[src/rtl/key_pkg.sv]
// Shared constants for the key event FIFO: event word layout and default depth.
package key_pkg;
   localparam int KEY_W      = 5;   // strobe + code
   localparam int KEY_CODE_W = 4;
   localparam int KEY_STROBE = 4;   // bit index of the one-cycle strobe
   localparam int KEY_DEPTH  = 8;
endpackage

[src/rtl/key_fifo_mem.sv]
// FIFO storage: synchronous write, asynchronous (show-ahead) read.
module key_fifo_mem #(
   parameter  int DEPTH  = 8,
   parameter  int CODE_W = 4,
   localparam int AW     = $clog2(DEPTH)
) (
   input  logic              newClock,
   input  logic              wrEn,
   input  logic [AW-1:0]     wrAddr,
   input  logic [CODE_W-1:0] wrData,
   input  logic [AW-1:0]     rdAddr,
   output logic [CODE_W-1:0] rdData
);
   logic [CODE_W-1:0] mem [DEPTH];

   always_ff @(posedge newClock)
      if (wrEn) mem[wrAddr] <= wrData;

   assign rdData = mem[rdAddr];
endmodule

[src/rtl/key_event_fifo.sv]
// Key event FIFO: buffers debounced key codes for a consumer, show-ahead head,
// sticky overflow on dropped events. DEPTH must be a power of two, >= 2.
module key_event_fifo
   import key_pkg::*;
#(
   parameter int DEPTH  = KEY_DEPTH,
   parameter int CODE_W = KEY_CODE_W
) (
   input  logic                     newClock,
   input  logic                     resetN,
   input  logic [KEY_W-1:0]         keyPulse,
   input  logic                     popKey,
   input  logic                     clearFlags,
   output logic [CODE_W-1:0]        keyCode,
   output logic                     keyValid,
   output logic [$clog2(DEPTH):0]   keyCount,
   output logic                     keyFull,
   output logic                     overflow
);
   localparam int AW    = $clog2(DEPTH);
   localparam int CNT_W = AW + 1;
   localparam logic [CNT_W-1:0] FULL_CNT = CNT_W'(DEPTH);

   logic [AW-1:0]     wrPtr, rdPtr;
   logic [CODE_W-1:0] headCode, wrCode;
   logic              wrReq, doWr, doRd, drop;

   assign keyValid = (keyCount != '0);
   assign keyFull  = (keyCount == FULL_CNT);
   assign wrReq    = keyPulse[KEY_STROBE];
   assign wrCode   = CODE_W'(keyPulse[KEY_CODE_W-1:0]);

   // A read frees a slot on the same edge, so a full FIFO still accepts.
   assign doRd = popKey && keyValid;
   assign doWr = wrReq && (!keyFull || doRd);
   assign drop = wrReq && keyFull && !doRd;

   // Storage is never cleared, so mask the head while empty.
   assign keyCode = keyValid ? headCode : '0;

   key_fifo_mem #(.DEPTH(DEPTH), .CODE_W(CODE_W)) u_mem (
      .newClock (newClock),
      .wrEn     (doWr),
      .wrAddr   (wrPtr),
      .wrData   (wrCode),
      .rdAddr   (rdPtr),
      .rdData   (headCode)
   );

   always_ff @(posedge newClock) begin
      if (!resetN) begin
         wrPtr    <= '0;
         rdPtr    <= '0;
         keyCount <= '0;
         overflow <= 1'b0;
      end else begin
         if (doWr) wrPtr <= wrPtr + 1'b1;
         if (doRd) rdPtr <= rdPtr + 1'b1;
         case ({doWr, doRd})
            2'b10:   keyCount <= keyCount + 1'b1;
            2'b01:   keyCount <= keyCount - 1'b1;
            default: keyCount <= keyCount;
         endcase
         if (drop)            overflow <= 1'b1;
         else if (clearFlags) overflow <= 1'b0;
      end
   end
endmodule

[config.mk]
export PLATFORM = sky130hd
export DESIGN_NAME = key_event_fifo
export DESIGN_NICKNAME = d
export VERILOG_FILES = /design/src/rtl/key_pkg.sv /design/src/rtl/key_fifo_mem.sv /design/src/rtl/key_event_fifo.sv
export SDC_FILE = /design/constraint.sdc
export NUM_CORES = 1
export LEC_CHECK = 0
export BUFFER_PORTS_ARGS = -buffer_cell sky130_fd_sc_hd__buf_4
export CORE_AREA = 5 5 56 95
export CTS_BUF_LIST = sky130_fd_sc_hd__clkbuf_4 sky130_fd_sc_hd__clkbuf_8 sky130_fd_sc_hd__clkbuf_16
export DETAILED_ROUTE_END_ITERATION = 12
export DIE_AREA = 0 0 61 100
export SYNTH_ARGS = -nofsm -noshare
export SYNTH_HDL_FRONTEND = slang
export SYNTH_SLANG_ARGS = --single-unit
[constraint.sdc]
create_clock -name newClock -period 3.22 [get_ports newClock]
set_input_delay 0.805 -clock newClock [delete_from_list [all_inputs] [get_ports newClock]]
set_output_delay 0.805 -clock newClock [all_outputs]
set_load 0.03 [all_outputs]
-- Word-level counts from Yosys, hierarchy flattened
Memories as Yosys holds them, arrays and structs flattened. A register that Yosys moved wholly into a read port is not among the register bits.
Index checks and enable logic that the tools add are counted.
- bits in latches: 0
- memories: 1
- RAM bits: 32
- input bits: 9
- bits in read-only memories: 0
- bits in registers: 11
- $mul: 0
- order comparisons: 0
- multiplexer cells: 8
- shifts and indexed selects: 0
- div/mod/pow operators: 0
- reduce and logical (&&, ||, !) cells: 10
- bitwise logic cells: 0
- equality and inequality tests: 3
- add/subtract/negate cells: 4
- memory list (name ; depth ; bits a word ; rd ports ; clocked after memory_dff ; wr ports ; RTL line ; RTL):
    u_mem.mem ; 8 ; 4 ; 1 ; 1 ; 1 ; key_fifo_mem.sv:14 ; logic [CODE_W-1:0] mem [DEPTH];
- operators by type and width (operator ; number):
    4-bit one-hot mux with 2 select lines ; 1
    3-bit by 1-bit adder with 3-bit output (second input constant) ; 2
    3-bit two-way mux ; 2
    4-bit by 1-bit adder with 4-bit output (second input constant) ; 1
    4-bit equality test (second input constant) ; 1
    1-bit logical AND ; 4
    1-bit two-way mux ; 4
    4-bit two-way mux ; 1
    2-bit nonzero test ; 2
    4-bit nonzero test ; 1
    4-bit by 1-bit subtractor with 4-bit output (second input constant) ; 1
    2-bit by 1-bit equality test with 1-bit output (second input constant) ; 1
    2-bit equality test (second input constant) ; 1
    1-bit logical NOT ; 2
    1-bit logical OR ; 1

-- Depth between registers and ports, before layout
Gate-level depths: netlist of run 1.
- depth after elaboration: 6
- mapped depth: 11
- mapped depth without buffers: 11

-- Cells and area by module
A second synthesis of run 1 with hierarchy kept.
- cells, all modules: 128
- area total of the unflattened synthesis: 1930.6 µm²
- modules (own cells, without submodules) (module ; times used ; seq. area each (µm²) ; cells an instance ; area an instance (µm²)):
    key_fifo_mem ; 1 ; 960.9 ; 59 ; 1290.0
    key_event_fifo ; 1 ; 220.2 ; 69 ; 640.6

-- Worst setup path before layout of run 1
Ideal clock, no wire load.
- path type: flip-flop to flip-flop
- start point: reg keyCount[0]
- end point: reg keyCount[2]
- clock period less this slack: 2.807 ns
- setup time: 0.076 ns
- data arrival time: 2.731 ns
- path slack: 0.413 ns
- cell stages (with the launch flop): 12
- cells stage by stage: dfxtp_1 -> nor4_1 -> inv_2 -> nand2_1 -> inv_1 -> ha_1 -> xor2_1 -> ha_1 -> a21oi_1 -> xor2_1 -> or3_1 -> a21boi_0
- word-level cells in the longest chain between the ends: 6
- elaborated cells on any way between the ends: 12
- ends and longest elaborated chain (element ; RTL line ; RTL):
    start, declared ; key_event_fifo.sv:16 ; output logic [$clog2(DEPTH):0] keyCount,
    start signal, assigned ; key_event_fifo.sv:60 ; 2'b10: keyCount <= keyCount + 1'b1;
    start signal, assigned ; key_event_fifo.sv:61 ; 2'b01: keyCount <= keyCount - 1'b1;
    start signal, assigned ; key_event_fifo.sv:62 ; default: keyCount <= keyCount;
    4-bit nonzero test (*) ; key_event_fifo.sv:28 ; assign keyValid = (keyCount != '0);
    via keyValid ; key_event_fifo.sv:15 ; output logic keyValid,
    1-bit logical AND (*) ; key_event_fifo.sv:34 ; assign doRd = popKey && keyValid;
    via doRd ; key_event_fifo.sv:26 ; logic wrReq, doWr, doRd, drop;
    1-bit logical OR ; key_event_fifo.sv:35 ; assign doWr = wrReq && (!keyFull || doRd);
    1-bit logical AND ; key_event_fifo.sv:35 ;
    2-bit by 1-bit equality test with 1-bit output / 2-bit equality test (equally long branches) ; key_event_fifo.sv:59 ; case ({doWr, doRd})
    4-bit one-hot mux with 2 select lines / 2-bit nonzero test (equally long branches) ; - ;
Mark *: on every way through the listed nets, which the timed path passes. The rest lies on a longest branch.
A chain may end at the register's enable or synchronous reset.

==> results of run 1 <==
[layout make-up]
cell class              count  area [µm²]
multi-input cells          78       663.1
fillers                   403        2177
repair buffers             21       157.7
inverters                   3       11.26
well taps                  51       63.81
clock inverters             2       13.76
clock buffers               6       76.32
flip-flops and latches     46        1241
[worst max-delay path, stage by stage (launching register included)]
cell                      delay [ps]
sky130_fd_sc_hd__dfxtp_1         680
sky130_fd_sc_hd__mux4_2          590
sky130_fd_sc_hd__mux2i_1         160
sky130_fd_sc_hd__nor2_1           60
sky130_fd_sc_hd__buf_4           160
[per-layer routing]
metal | track usage | vias up | part of all wire
met3 | 0.01931 | 10 | 0.031
li1 | - | 535 | -
met2 | 0.2440 | 26 | 0.57
met1 | 0.1421 | 541 | 0.36
met5 | 0 | - | 0
met4 | 0.07846 | 0 | 0.036
[kinds of logic (layout without fill, tap and decap cells)]
group | count (synthesis) | count (layout) | share of synthesized area
xor gates and xnor gates | 7 | 7 | 0.03159
buffers and inverters | 9 | 32 | 0.01870
AOI/OAI and AO/OA | 12 | 12 | 0.04449
DFF | 46 | 46 | 0.6396
muxes | 14 | 14 | 0.1238
and+or+nand+nor | 40 | 40 | 0.1096
adders and majority gates | 5 | 5 | 0.03224
[worst min path at each step]
| stage | start | endpoint | cells after the start |
|---|---|---|---|
| 2_1_floorplan | rdPtr[1] | flop | 2 |
| 3_3_place_gp | rdPtr[1] | rdPtr[1] | 2 |
| 3_5_place_dp | rdPtr[1] | rdPtr[1] | 2 |
| 4_1_cts | rdPtr[1] | rdPtr[1] | 2 |
| 5_1_grt | keyCount[3] | keyCount[3] | 2 |
| 6_report | rdPtr[1] | rdPtr[1] | 2 |
[layout by cell type, fill, tap and decap left out, types with 2 or more instances in the layout]
cell type                  Yosys  layout
sky130_fd_sc_hd__edfxtp_1     32      32
sky130_fd_sc_hd__buf_4         0      21
sky130_fd_sc_hd__dfxtp_1      14      14
sky130_fd_sc_hd__mux4_2        8       8
sky130_fd_sc_hd__nor2_1        8       8
sky130_fd_sc_hd__mux2i_1       6       6
sky130_fd_sc_hd__and2_1        6       6
sky130_fd_sc_hd__nor2b_1       6       6
sky130_fd_sc_hd__nand2_1       5       5
sky130_fd_sc_hd__xnor2_1       5       5
sky130_fd_sc_hd__ha_1          5       5
sky130_fd_sc_hd__clkbuf_8      0       5
sky130_fd_sc_hd__nor3_1        4       4
sky130_fd_sc_hd__nand2b_1      3       3
sky130_fd_sc_hd__nand3_1       3       3
sky130_fd_sc_hd__a21oi_1       3       3
sky130_fd_sc_hd__nor4_1        2       2
sky130_fd_sc_hd__inv_1         2       2
sky130_fd_sc_hd__xor2_1        2       2
sky130_fd_sc_hd__o211ai_1      2       2
sky130_fd_sc_hd__o21ai_0       2       2
sky130_fd_sc_hd__or3_1         2       2
sky130_fd_sc_hd__a21boi_0      2       2
[flip-flops by register name (all words and copies together), names as in the netlist, named ones only]
name       count
keyCount       4
u_mem.mem     32
wrPtr          3
rdPtr          3
overflow       1
[stage by stage]
step / total power (W) / hold WS, ps / setup slack (ps) / area [µm²] / util
after floorplan: 0.001179 / 466.6 / 413.1 / 1941 / -
after global placement: 0.001379 / 489.0 / 631.2 / 2137 / 0.4852
after detailed placement: 0.001399 / 499.5 / 526.9 / 2137 / 0.4852
after CTS: 0.001750 / 517.8 / 377.7 / 2227 / 0.5057
after global routing: 0.001832 / 561.1 / 294.0 / 2227 / 0.5057
final: 0.001723 / 512.3 / 471.2 / 2227 / 0.5057
[power breakdown]
part           internal, W  total, W  switching, W
registers         0.000688  0.000759     0.0000715
clock network     0.000162  0.000350      0.000189
logic             0.000269  0.000613      0.000344
total              0.00112   0.00172      0.000604
==> insert_results.sql, run 1 <==
INSERT INTO impl_metrics (metric_group, metric, value, unit) VALUES
('power', 'leak_pwr', '0.7925', 'nW'),
('drt', 'post_drt_wl_per_cell', '17.75', 'µm'),
('global_route', 'number_of_antenna_violations_at_the_first_check_in_global_routing', '0', ''),
('yosys', 'yosys.cell_types.count', '28', ''),
('finish', 'drive_gt1_frac', '0.2500', ''),
('drt', 'antenna_violating_nets_post_route', '0', ''),
('place', 'place.gp.congestion', '0.7381', ''),
('yosys', 'async_reset_ff_frac', '0', ''),
('timing', 'max_freq', '0.3638', 'GHz'),
('die', 'initial_core_util', '0.4406', ''),
('clock_tree', 'post-cts-setup-buffers', '0', ''),
('place', 'port_buffers', '19', ''),
('setup_path', 'worst_ep_required_time', '2410', 'ps'),
('setup_path', 'rr_worst_depth', '9', ''),
('die', 'design.portCount', '20', ''),
('flow_run', 'total_of_max_cap_violations', '0', ''),
('power', 'power.density', '773.5', 'mW/mm²'),
('clock_tree', 'cts_inserted_buffers', '5', ''),
('power', 'ir_worst_vdd', '0.6000', 'mV'),
('global_route', 'grt_pass1_vias', '1193', ''),
('die', 'fp.dieH', '100', 'µm'),
('yosys', 'edff_count_synth', '32', ''),
('yosys', 'synth_top_cell_area_share', '0.4952', ''),
('yosys', 'synth.area.top_cells', 'sky130_fd_sc_hd__edfxtp_1 50%, sky130_fd_sc_hd__dfxtp_1 14%, sky130_fd_sc_hd__mux4_2 9.3%', ''),
('drt', 'vias_per_cell', '5.372', ''),
('die', 'design.die.area', '0.006100', 'mm²'),
('yosys', 'yosys.cell_count.top_type', 'sky130_fd_sc_hd__edfxtp_1', ''),
('clock_tree', 'clkLatencyLatePin', '300', 'ps'),
('clock_tree', 'cts-hold-fix-buffers', '0', ''),
('clock_tree', 'cts-htree-levels', '2', ''),
('drt', 'drc_errors', '0', ''),
('global_route', 'grt_util_all_layers', '0.1357', ''),
('drt', 'dr_pass1_iterations', '3', ''),
('timing', 'hold_viol_final', '0', ''),
('yosys', 'yosys_register_bits', '46', ''),
('drt', 'wirelength_routed', '3674', 'µm'),
('clock_tree', 'clock_tree.root_cell', 'sky130_fd_sc_hd__clkbuf_8', ''),
('timing', 'worst_slew_margin_rel', '0.5253', ''),
('status', 'outcome', 'finished clean', ''),
('yosys', 'register_area_share_after_synthesis', '0.6396', ''),
('setup_path', 'ff_to_ff_start', 'keyCount[0]', ''),
('drt', 'vias', '1112', ''),
('finish', 'antenna_cells', '0', ''),
('yosys', 'synth_largest_area_cell', 'sky130_fd_sc_hd__edfxtp_1', ''),
('setup_path', 'critical_path_peak_fanout', '8', ''),
('clock_tree', 'resized_gates_after_cts', '0', ''),
('place', 'numPlacedInstances', '199', ''),
('yosys', 'synth_cells', '133', ''),
('finish', 'area.growth.synth_to_final', '14.76', '%'),
('yosys', 'synth_fp_nets', '147', ''),
('yosys', 'synth.avg_cell_area', '14.59', 'µm²'),
('clock_tree', 'tritoncts', 'built', ''),
('timing', 'period_minus_slack', '2749', 'ps'),
('timing', 'worstMarginPinSlew', '706.6', 'ps'),
('timing', 'setup_total_negative_slack', '0', 'ps'),
('die', 'core-area', '0.004404', 'mm²'),
('clock_tree', 'cts_num_sinks', '46', ''),
('yosys', 'yosysWarningCount', '0', ''),
('global_route', 'global_route.overflow_total', '0', ''),
('setup_path', 'worst_setup_path_end_kind', 'output port', ''),
('setup_path', 'timing.rr.end', 'keyCount[2]', ''),
('setup_path', 'worstSetupEndpoint', 'keyCode[0]', ''),
('setup_path', 'r2r_setup_slack', '510', 'ps'),
('yosys', 'ys_dominant_reg_cell', 'sky130_fd_sc_hd__edfxtp_1', ''),
('min_path', 'hp-class', 'flop to flop', ''),
('finish', 'fin_nets', '169', ''),
('timing', 'setup-violations-final', '0', ''),
('yosys', 'synth.top_cells.by_count', '32 x sky130_fd_sc_hd__edfxtp_1, 14 x sky130_fd_sc_hd__dfxtp_1, 8 x sky130_fd_sc_hd__mux4_2, 8 x sky130_fd_sc_hd__nor2_1', ''),
('timing', 'min_period_over_period', '0.8537', ''),
('timing', 'grt_setup_unrepaired', 'no', ''),
('setup_path', 'critical_path_source_type', 'flop', '');
(Power assumes the default switching activity.)
==> run 2, diff against run 1 <==
--- a/config.mk
+++ b/config.mk
@@ -5,11 +5,12 @@
 export SDC_FILE = /design/constraint.sdc
 export NUM_CORES = 1
 export LEC_CHECK = 0
+export ABC_AREA = 1
 export BUFFER_PORTS_ARGS = -buffer_cell sky130_fd_sc_hd__buf_4
-export CORE_AREA = 5 5 56 95
+export CORE_AREA = 5 5 57 97
 export CTS_BUF_LIST = sky130_fd_sc_hd__clkbuf_4 sky130_fd_sc_hd__clkbuf_8 sky130_fd_sc_hd__clkbuf_16
 export DETAILED_ROUTE_END_ITERATION = 12
-export DIE_AREA = 0 0 61 100
+export DIE_AREA = 0 0 62 102
 export SYNTH_ARGS = -nofsm -noshare
 export SYNTH_HDL_FRONTEND = slang
 export SYNTH_SLANG_ARGS = --single-unit
==> run 2 against run 1 <==
Net effect:
- global-route usage is 0.25 points higher
- total power grew 9.0%
- cell count is 30% higher
- worst setup slack gained 200 ps
- combinational power up 24%
- critical path depth rose by 2
- hold slack worse by 39 ps
- clock skew down 1.3 ps
- synthesized cell count grew 47%
- wire length up 4.8%
- design area grew 2.2%
==> insert_results.sql, run 2 <==
INSERT INTO impl_metrics (metric_group, metric, value, unit) VALUES
('global_route', 'global_route.overflow_total', '0', ''),
('setup_path', 'critical_path_source_type', 'flop', ''),
('finish', 'multiInputGateArea', '668.1', 'µm²'),
('timing', 'final.setup_skew', '3.752', 'ps'),
('yosys', 'synth_top_cell_area_share', '0.4782', ''),
('timing', 'worst_slew_margin_rel', '0.7117', ''),
('clock_tree', 'cts_inserted_buffers', '5', ''),
('setup_path', 'crit_path_cell_trace', 'buf_4, o21ai_0, o22ai_1, nor2_1, nor2_1, buf_4', ''),
('clock_tree', 'resized_gates_after_cts', '0', ''),
('finish', 'drive_gt1_frac', '0.1927', ''),
('global_route', 'number_of_antenna_violations_at_the_first_check_in_global_routing', '0', ''),
('setup_path', 'path_class', 'flop to output port', ''),
('finish', 'fin_nets', '231', ''),
('setup_path', 'r2r_setup_slack', '1090', 'ps'),
('drt', 'antenna_violating_nets_post_route', '0', ''),
('yosys', 'synth_fp_nets', '209', ''),
('min_path', 'hp-class', 'flop to flop', ''),
('global_route', 'grt_max_degree', '17', ''),
('power', 'p_comb_frac', '0.404', ''),
('place', 'place_hpwl', '2905', 'µm'),
('power', 'fraction_of_power_consumed_by_the_clock_network', '0.178', ''),
('setup_path', 'critical_path_peak_fanout', '9', ''),
('power', 'power_frac_seq', '0.418', ''),
('clock_tree', 'cts-hold-fix-buffers', '0', ''),
('global_route', 'grt_pass1_wl', '6348', 'µm'),
('power', 'internal-power', '0.001126', 'W'),
('timing', 'hold_viol_final', '0', ''),
('yosys', 'synth.area.top_cells', 'sky130_fd_sc_hd__edfxtp_1 48%, sky130_fd_sc_hd__dfxtp_1 14%, sky130_fd_sc_hd__nor2_1 7.8%', ''),
('yosys', 'yosysWarningCount', '0', ''),
('yosys', 'synth.cell_area', '0.002009', 'mm²'),
('timing', 'grt_setup_unrepaired', 'no', ''),
('yosys', 'async_reset_ff_frac', '0', ''),
('clock_tree', 'clockBufferDepth', '2', ''),
('finish', 'final_common_cell', 'sky130_fd_sc_hd__nor2_1', ''),
('drt', 'post_drt_wl_per_cell', '14.27', 'µm'),
('clock_tree', 'clkLatencyLatePin', '290', 'ps'),
('finish', 'top_register', 'u_mem.mem', ''),
('yosys', 'synth.top_cells.by_count', '42 x sky130_fd_sc_hd__nor2_1, 32 x sky130_fd_sc_hd__edfxtp_1, 22 x sky130_fd_sc_hd__nand2_1, 21 x sky130_fd_sc_hd__o21ai_0, 15 x sky130_fd_sc_hd__inv_1', ''),
('die', 'die_w', '62', 'µm'),
('drt', 'dr_pass1_iterations', '4', ''),
('yosys', 'ys_dominant_reg_cell', 'sky130_fd_sc_hd__edfxtp_1', ''),
('finish', 'layout.cell_area.non_filler', '0.002277', 'mm²'),
('yosys', 'yosys_register_bits', '46', ''),
('flow_run', 'total_of_max_cap_violations', '0', ''),
('drt', 'drtIter0Drc', '20', ''),
('finish', 'reg_top3', 'u_mem.mem x32, keyCount x4', ''),
('place', 'port_buffers', '19', ''),
('setup_path', 'worst_setup_path_end_kind', 'output port', ''),
('power', 'power.density', '824.8', 'mW/mm²'),
('power', 'leak_pwr', '0.9059', 'nW'),
('setup_path', 'max_stage_delay', '530', 'ps'),
('timing', 'period_minus_slack', '2547', 'ps'),
('drt', 'wirelength_routed', '3852', 'µm'),
('power', 'fin_total_pwr', '0.001878', 'W'),
('yosys', 'yosys.cell_count.top_type', 'sky130_fd_sc_hd__nor2_1', ''),
('drt', 'drc_errors', '0', ''),
('finish', 'fillers', '450', ''),
('yosys', 'synth.avg_cell_area', '10.30', 'µm²'),
('setup_path', 'worst_ep_required_time', '2410', 'ps'),
('setup_path', 'worst-endpoint-arrival', '1740', 'ps'),
('status', 'outcome', 'finished clean', ''),
('power', 'switching_share', '0.4006', ''),
('finish', 'ff_latch_area', '0.001241', 'mm²'),
('finish', 'antenna_cells', '0', ''),
('yosys', 'yosys.cell_types.count', '27', ''),
('finish', 'instances_no_fill', '270', ''),
('timing', 'maxSlewViolCount', '0', ''),
('power', 'ir_worst_vdd', '0.5749', 'mV'),
('die', 'initial_core_util', '0.4345', ''),
('die', 'design.portCount', '20', ''),
('global_route', 'grt_pass1_vias', '1398', ''),
('yosys', 'register_area_share_after_synthesis', '0.6177', ''),
('clock_tree', 'tritoncts', 'built', ''),
('clock_tree', 'cts-htree-levels', '2', ''),
('clock_tree', 'cts_num_sinks', '46', ''),
('clock_tree', 'clock_tree.root_cell', 'sky130_fd_sc_hd__clkbuf_8', ''),
('setup_path', 'critPathSlowestCell', 'sky130_fd_sc_hd__dfxtp_1', ''),
('timing', 'max_freq', '0.3926', 'GHz'),
('timing', 'worstMarginPinSlew', '430.9', 'ps'),
('timing', 'setup-violations-final', '0', ''),
('timing', 'setup_total_negative_slack', '0', 'ps'),
('place', 'place.gp.congestion', '0.8677', ''),
('die', 'design.die.area', '0.006324', 'mm²'),
('place', 'numPlacedInstances', '262', ''),
('finish', 'final_cell_mix', '42 x sky130_fd_sc_hd__nor2_1, 32 x sky130_fd_sc_hd__edfxtp_1, 22 x sky130_fd_sc_hd__nand2_1', ''),
('finish', 'area.growth.synth_to_final', '13.32', '%'),
('clock_tree', 'post-cts-setup-buffers', '0', ''),
('yosys', 'edff_count_synth', '32', ''),
('yosys', 'synth_cells', '195', ''),
('drt', 'vias', '1363', ''),
('die', 'fp.dieH', '102', 'µm'),
('yosys', 'synth_largest_area_cell', 'sky130_fd_sc_hd__edfxtp_1', ''),
('place', 'detailed_place.area', '0.002192', 'mm²'),
('drt', 'vias_per_cell', '5.048', ''),
('finish', 'largest_reg_flops', '32', ''),
('power', 'switchingPower', '0.0007524', 'W'),
('global_route', 'grt_util_all_layers', '0.1383', ''),
('die', 'core-area', '0.004624', 'mm²'),
('die', 'std_cell_rows', '33', ''),
('timing', 'min_period_over_period', '0.7911', ''),
('clock_tree', 'worst_setup_hold_path_clk_slew', '80', 'ps');
==> run 2: cell count changes after synthesis, sizes merged, moves of 4 or more <==
cell,previous run,this run
o21ai,3,22
nor3,4,0
o22ai,0,4
a21oi,3,10
nand2,5,24
mux2i,6,0
inv,3,18
and2,6,0
nor2b,6,0
nor2,8,44
mux4,8,0
==> run 2: area by class of cell <==
class,instances,area share
Timing Repair Buffer,20,0.06593
Multi-Input combinational cell,126,0.2934
Clock buffer,6,0.03352
Clock inverter,2,0.003846
Sequential cell,46,0.5451
Tap cell,52,0.02857
Inverter,18,0.02967
==> run 2: cell families after synthesis <==
family | after synthesis | share of synthesized area
compound gates | 40 | 0.1127
flops | 46 | 0.6177
fa+ha+maj | 5 | 0.03113
xor+xnor | 4 | 0.01744
simple gates | 77 | 0.1712
buf+inv | 23 | 0.04981
==> run 2: power groups by stage <==
stage | Clock [W] | Sequential, W | Combinational, W
after global placement | 0 | 0.000797 | 0.000759
after global routing | 0.000369 | 0.000795 | 0.000843
after detailed placement | 0 | 0.000797 | 0.000765
final | 0.000334 | 0.000784 | 0.000759
after floorplan | 0 | 0.000804 | 0.000518
after CTS | 0.000347 | 0.000785 | 0.000767
==> run 2: layer usage <==
metal	GRT usage	wire, µm	share of wire	up-vias
met4	0.08170	157	0.041	0
li1	-	-	-	701
met1	0.1403	1516	0.39	614
met3	0.02655	146	0.038	14
met2	0.2468	2033	0.53	34
met5	0	0	0	-
==> run 2: stage by stage <==
step	setup slack, ps	util	hold slack (ps)
final	672.8	0.4924	473.3
after global routing	552.7	0.4924	518.5
after CTS	641.6	0.4924	482.8
after detailed placement	849.0	0.4740	467.1
after global placement	908.4	0.4740	458.2
after floorplan	999.4	-	448.6
==> run 2: path summary, 6_finish.rpt <==
| path | start | endpoint | cells after the start |
|---|---|---|---|
| setup / recovery | flop | keyCode[3] | 6 |
| hold / removal | overflow | overflow | 2 |
| setup reg to reg | keyCount[1] | keyCount[2] | 13 |
| hold reg to reg | overflow | overflow | 2 |
==> run 2: worst max-delay path: cells and delay by family (launching register included) <==
kind	cells	cell delay (ps)
and+or+nand+nor	2	190
AOI/OAI and AO/OA	2	320
buffers and inverters	2	400
DFF	1	530
